`src/rtl/smi_rx_unpacker.sv`:
```
// -----------------------------------------------------------------------------
// smi_rx_unpacker
//
// Pops 32-bit sample words from the LVDS RX FIFO and serves each word to the
// host as four bytes on the 8-bit SMI read bus, most significant byte first.
// Each byte is advanced by the rising edge (end of read) of the host's
// active-low read strobe, which is synchronized into i_clk here.
//
// Optional build macro:
//   SMI_RX_UNDERRUN_EN - when defined, o_underrun latches high on any strobe
//                        rising edge seen while no word is being served.
//                        When undefined, o_underrun is tied low.
//
// Ports:
//   i_clk         system clock (FIFO read side)
//   i_reset       synchronous, active-high reset
//   i_enable      allows new words to be pulled; the in-flight word completes
//   i_fifo_empty  RX FIFO empty flag
//   o_fifo_pull   single-cycle FIFO read request
//   i_fifo_data   FIFO read data, valid the cycle after o_fifo_pull
//   i_smi_soe_n   host read strobe, active-low, asynchronous
//   o_smi_data    byte presented to the host
//   o_data_ready  high while a loaded word has bytes remaining
//   o_underrun    sticky strobe-without-data flag
// -----------------------------------------------------------------------------
module smi_rx_unpacker #(
  parameter int SYNC_STAGES = 2
) (
  input  logic        i_clk,
  input  logic        i_reset,
  input  logic        i_enable,
  input  logic        i_fifo_empty,
  output logic        o_fifo_pull,
  input  logic [31:0] i_fifo_data,
  input  logic        i_smi_soe_n,
  output logic [7:0]  o_smi_data,
  output logic        o_data_ready,
  output logic        o_underrun
);

  typedef enum logic [1:0] {
    IDLE,
    PULL,
    LOAD,
    SERVE
  } state_t;

  state_t                 state;
  logic [SYNC_STAGES-1:0] soe_sync;
  logic                   soe_prev;
  logic                   soe_rise;
  logic                   start_word;
  logic [31:0]            word;
  logic [1:0]             idx;

  function automatic logic [7:0] byte_sel(input logic [31:0] w, input logic [1:0] i);
    logic [7:0] b;
    case (i)
      2'd0:    b = w[31:24];
      2'd1:    b = w[23:16];
      2'd2:    b = w[15:8];
      default: b = w[7:0];
    endcase
    return b;
  endfunction

  // Synchronizer and edge detector reset to the strobe's idle-high level so
  // that releasing reset never produces a spurious rising edge.
  always_ff @(posedge i_clk) begin
    if (i_reset) begin
      soe_sync <= '1;
      soe_prev <= 1'b1;
    end else begin
      soe_sync <= {soe_sync[SYNC_STAGES-2:0], i_smi_soe_n};
      soe_prev <= soe_sync[SYNC_STAGES-1];
    end
  end

  assign soe_rise   = soe_sync[SYNC_STAGES-1] & ~soe_prev;
  assign start_word = i_enable & ~i_fifo_empty;

  // Word sequencing. o_fifo_pull is only raised on entry to PULL and is
  // cleared every other cycle, so it can never be high two cycles running.
  always_ff @(posedge i_clk) begin
    if (i_reset) begin
      state        <= IDLE;
      idx          <= 2'd0;
      word         <= 32'h0;
      o_fifo_pull  <= 1'b0;
      o_smi_data   <= 8'h00;
      o_data_ready <= 1'b0;
    end else begin
      o_fifo_pull <= 1'b0;
      case (state)
        IDLE: begin
          o_smi_data   <= 8'h00;
          o_data_ready <= 1'b0;
          if (start_word) begin
            state       <= PULL;
            o_fifo_pull <= 1'b1;
          end
        end
        PULL: begin
          state <= LOAD;
        end
        LOAD: begin
          word         <= i_fifo_data;
          idx          <= 2'd0;
          o_smi_data   <= i_fifo_data[31:24];
          o_data_ready <= 1'b1;
          state        <= SERVE;
        end
        SERVE: begin
          if (soe_rise) begin
            idx <= idx + 2'd1;
            if (idx == 2'd3) begin
              // Last byte consumed: chain straight into the next word if
              // allowed, otherwise park with the bus cleared.
              o_data_ready <= 1'b0;
              if (start_word) begin
                state       <= PULL;
                o_fifo_pull <= 1'b1;
              end else begin
                state      <= IDLE;
                o_smi_data <= 8'h00;
              end
            end else begin
              o_smi_data <= byte_sel(word, idx + 2'd1);
            end
          end
        end
        default: begin
          state <= IDLE;
        end
      endcase
    end
  end

`ifdef SMI_RX_UNDERRUN_EN
  // Any completed host read while no word is being served means the host
  // consumed a byte that never existed; remember it until reset.
  always_ff @(posedge i_clk) begin
    if (i_reset) begin
      o_underrun <= 1'b0;
    end else if (soe_rise && (state != SERVE)) begin
      o_underrun <= 1'b1;
    end
  end
`else
  assign o_underrun = 1'b0;
`endif

endmodule

```
`config.mk`:
```
export PLATFORM = sky130hd
export DESIGN_NAME = smi_rx_unpacker
export DESIGN_NICKNAME = d
export VERILOG_FILES = /design/src/rtl/smi_rx_unpacker.sv
export SDC_FILE = /design/constraint.sdc
export NUM_CORES = 1
export LEC_CHECK = 0
export ABC_AREA = 1
export CORE_ASPECT_RATIO = 1.25
export CORE_MARGIN = 2
export CORE_UTILIZATION = 54
export DETAILED_ROUTE_END_ITERATION = 8
export HOLD_SLACK_MARGIN = 0.15
export PLACE_DENSITY = 0.84
export REMOVE_ABC_BUFFERS = 1
export SYNTH_ARGS = -nofsm -noshare
export SYNTH_HDL_FRONTEND = slang
export SYNTH_SLANG_ARGS = --single-unit
```
`constraint.sdc`:
```
create_clock -name i_clk -period 3.65 [get_ports i_clk]
set_input_delay 0.5475 -clock i_clk [delete_from_list [all_inputs] [get_ports i_clk]]
set_output_delay 0.5475 -clock i_clk [all_outputs]
set_load 0.05 [all_outputs]
```
==> results.cfg <==
[grt]
grt_pass1_vias = 1838
antenna_found_initial = 0
grt_pass1_wl_um = 7570
grtUsageTotal_pct = 20.5
grt_max_degree = 36
grt.overflow.total = 0

[finish]
final_area_um2 = 2800
nets = 404
regArea_um2 = 981
drive_gt1_share_pct = 6.44
area_growth_pct = 24.1
multi_input_area_um2 = 1110
mostFrequentLayoutCell = nand2_1
final_cell_mix = 89 x nand2_1, 69 x nor2_1, 49 x dfxtp_1
diodes = 0
num-fill-cells = 363

[floorplanning]
coreArea_um2 = 4070
rows = 26
dieArea_um2 = 4720
die_h_um = 76.3
die_w_um = 61.8
pin_count = 48
initial_core_util_pct = 55.5

[drt]
wirelength_um = 4510
routed_via_density = 4.93
first_pass_iters = 4
drtIter0Drc = 86
dr_total_vias = 2037
avgRoutedWirePerCell_um = 10.9
antenna_left = 0
drc = 0

[setup_path]
critPathBufInv = 1
critPathArrivalTime_ps = 1460
cp.required_ps = 3100
cp-end-kind = output port
cp-start-kind = flip-flop
cp-startpoint = o_smi_data[0]
path_delay_family = buffers and inverters
rr_startpoint = state[0]
cpPeakStageDelay_ps = 810
path_class = flip-flop to output port
cp_slowest_cell = clkdlybuf4s50_1
crit_chain = clkdlybuf4s50_1
path_max_fanout = 2

[cts]
cts.sinks = 49
cts_buffers = 5
clockBufferDepth = 2
cts_resized = 0
tritoncts = yes
cts_root_buffer = clkbuf_8
clk_latency_ps = 300
path_clk_slew_ps = 90
cts_setup_buffers = 0
h-tree-depth = 2
cts_hold_buffers = 0

[timing]
period_share_pct = 54.9
tightest_slew_ps = 900
final-setup-viol-count = 0
slew_violations = 0
skew_ps = 11.1
rsz0062_at_grt = false
fin_tns_setup_ps = 0
final_hold_viol_count = 0
timing.hold.ws_ps = 434
slew-limit-headroom_pct = 39.9
max_freq_mhz = 499
fin_crit_ps = 2000

[placed_design]
hpwl_um = 3240
gp_congestion = 0.855
dpl-instance-area_um2 = 2700
io_buffers = 46

[synthesis]
synth_top_cell_by_area = dfxtp_1
synth-adder-area-share_pct = 5.54
synth_top_family_by_area = simple AND/OR/NAND/NOR gates
yosys.area_share.simple_pct = 29.9
synthMuxAreaShare_pct = 0
synth-compound-area-share_pct = 13.6
yosys_warnings = 0
yosys.cell_types.count = 24
synth_seq_cells = 49
ys_top_cells_by_area = dfxtp_1 43%, nand2_1 15%, nor2_1 11%
syn_area_per_cell_um2 = 7.08
mappedNetlistArea_um2 = 2260
synth_xor_area_share_pct = 0
yosysSeqAreaShare_pct = 43.5
syn_inst = 319
yosys.area.top_type_share_pct = 43.5

[power_and_ir_drop]
clkPwrFrac_pct = 22.0
internal_power_mw = 1.08
pwr-share-seq_pct = 45.9
p_comb_share_pct = 32.1
total_leakage_power_nw = 1.26
p_switching_mw = 0.586
vdd_drop_max_v = 0.000363
power_density_nw_per_um2 = 595
swShare_pct = 35.2

[run_status]
status = completed

[flow_run]
max-cap-violations = 0

[min_path]
holdCritPathClass = flip-flop to flip-flop
min_from = soe_sync[0]
==> layer usage <==
metal	GRT usage [%]	wire length [µm]
met5	0	0
met4	10.4	63
met3	4.75	197
met2	32.3	2190
met1	25.1	2060
==> final cells by class <==
class	count	share of cell area (%)
clock buffer	5	2.46
clock inverter	2	1.25
inverter	15	2.19
multi-input combinational	238	39.6
sequential	49	35.0
tap	56	2.50
timing repair buffer	48	17.0
==> cells by family after synthesis <==
group                      after synthesis
AOI/OAI and AO/OA                       56
buffers and inverters                   32
adders and majority gates               10
and+or+nand+nor                        171
other                                    1
DFF                                     49
==> stage by stage <==
stage | worst slack (ps) | power [mW] | utilization, % | instances
floorplan | 1770 | 1.13 | - | 302
global placement | 1640 | 1.29 | 66.3 | 406
detailed placement | 1610 | 1.31 | 66.3 | 406
CTS | 1620 | 1.68 | 68.9 | 413
global route | 1390 | 1.79 | 68.9 | 413
finish | 1650 | 1.67 | 68.9 | 413
==> flip-flops by register name (all words and copies together), names as in the netlist <==
name and count:
word 32, o_smi_data 8, idx 2, soe_sync 2, state 2, o_data_ready 1
o_fifo_pull 1, soe_prev 1
==> worst register-to-register path: stages (launching register included) <==
cell	delay [ps]
dfxtp_1	410
inv_1	120
ha_1	210
buf_4	230
inv_1	690
nand2_1	140
a21oi_1	150
==> path summary, 6_finish.rpt <==
kind	to	slack, ps	cells after the start
max reg2reg	word[29]	1650	6
min	soe_sync[1]	430	1
max	o_smi_data[0]	1650	1
min reg2reg	soe_sync[1]	430	1
==> power by group through the flow <==
stage / logic, mW / registers (mW) / clock network [mW]
3_5_place_dp: 0.538 / 0.773 / 0
2_1_floorplan: 0.301 / 0.827 / 0
5_1_grt: 0.608 / 0.782 / 0.397
6_report: 0.535 / 0.764 / 0.367
4_1_cts: 0.542 / 0.763 / 0.371
3_3_place_gp: 0.525 / 0.768 / 0
==> cell usage after synthesis <==
master    number
clkinv_4       1
or2_2          3
nor3_1         1
nand2_2        2
o21ai_1        7
nand3_1        3
buf_4          2
o21ai_0       28
inv_1         14
nor2_1        69
buf_2          6
nand3_2        1
a21oi_1       14
nand3b_1       1
a21oi_2        7
clkbuf_8       1
dfxtp_1       49
clkbuf_2       1
nand2_1       89
conb_1         1
clkbuf_1       5
buf_6          2
nand4_1        2
ha_1          10
(Power assumes the default switching activity.)
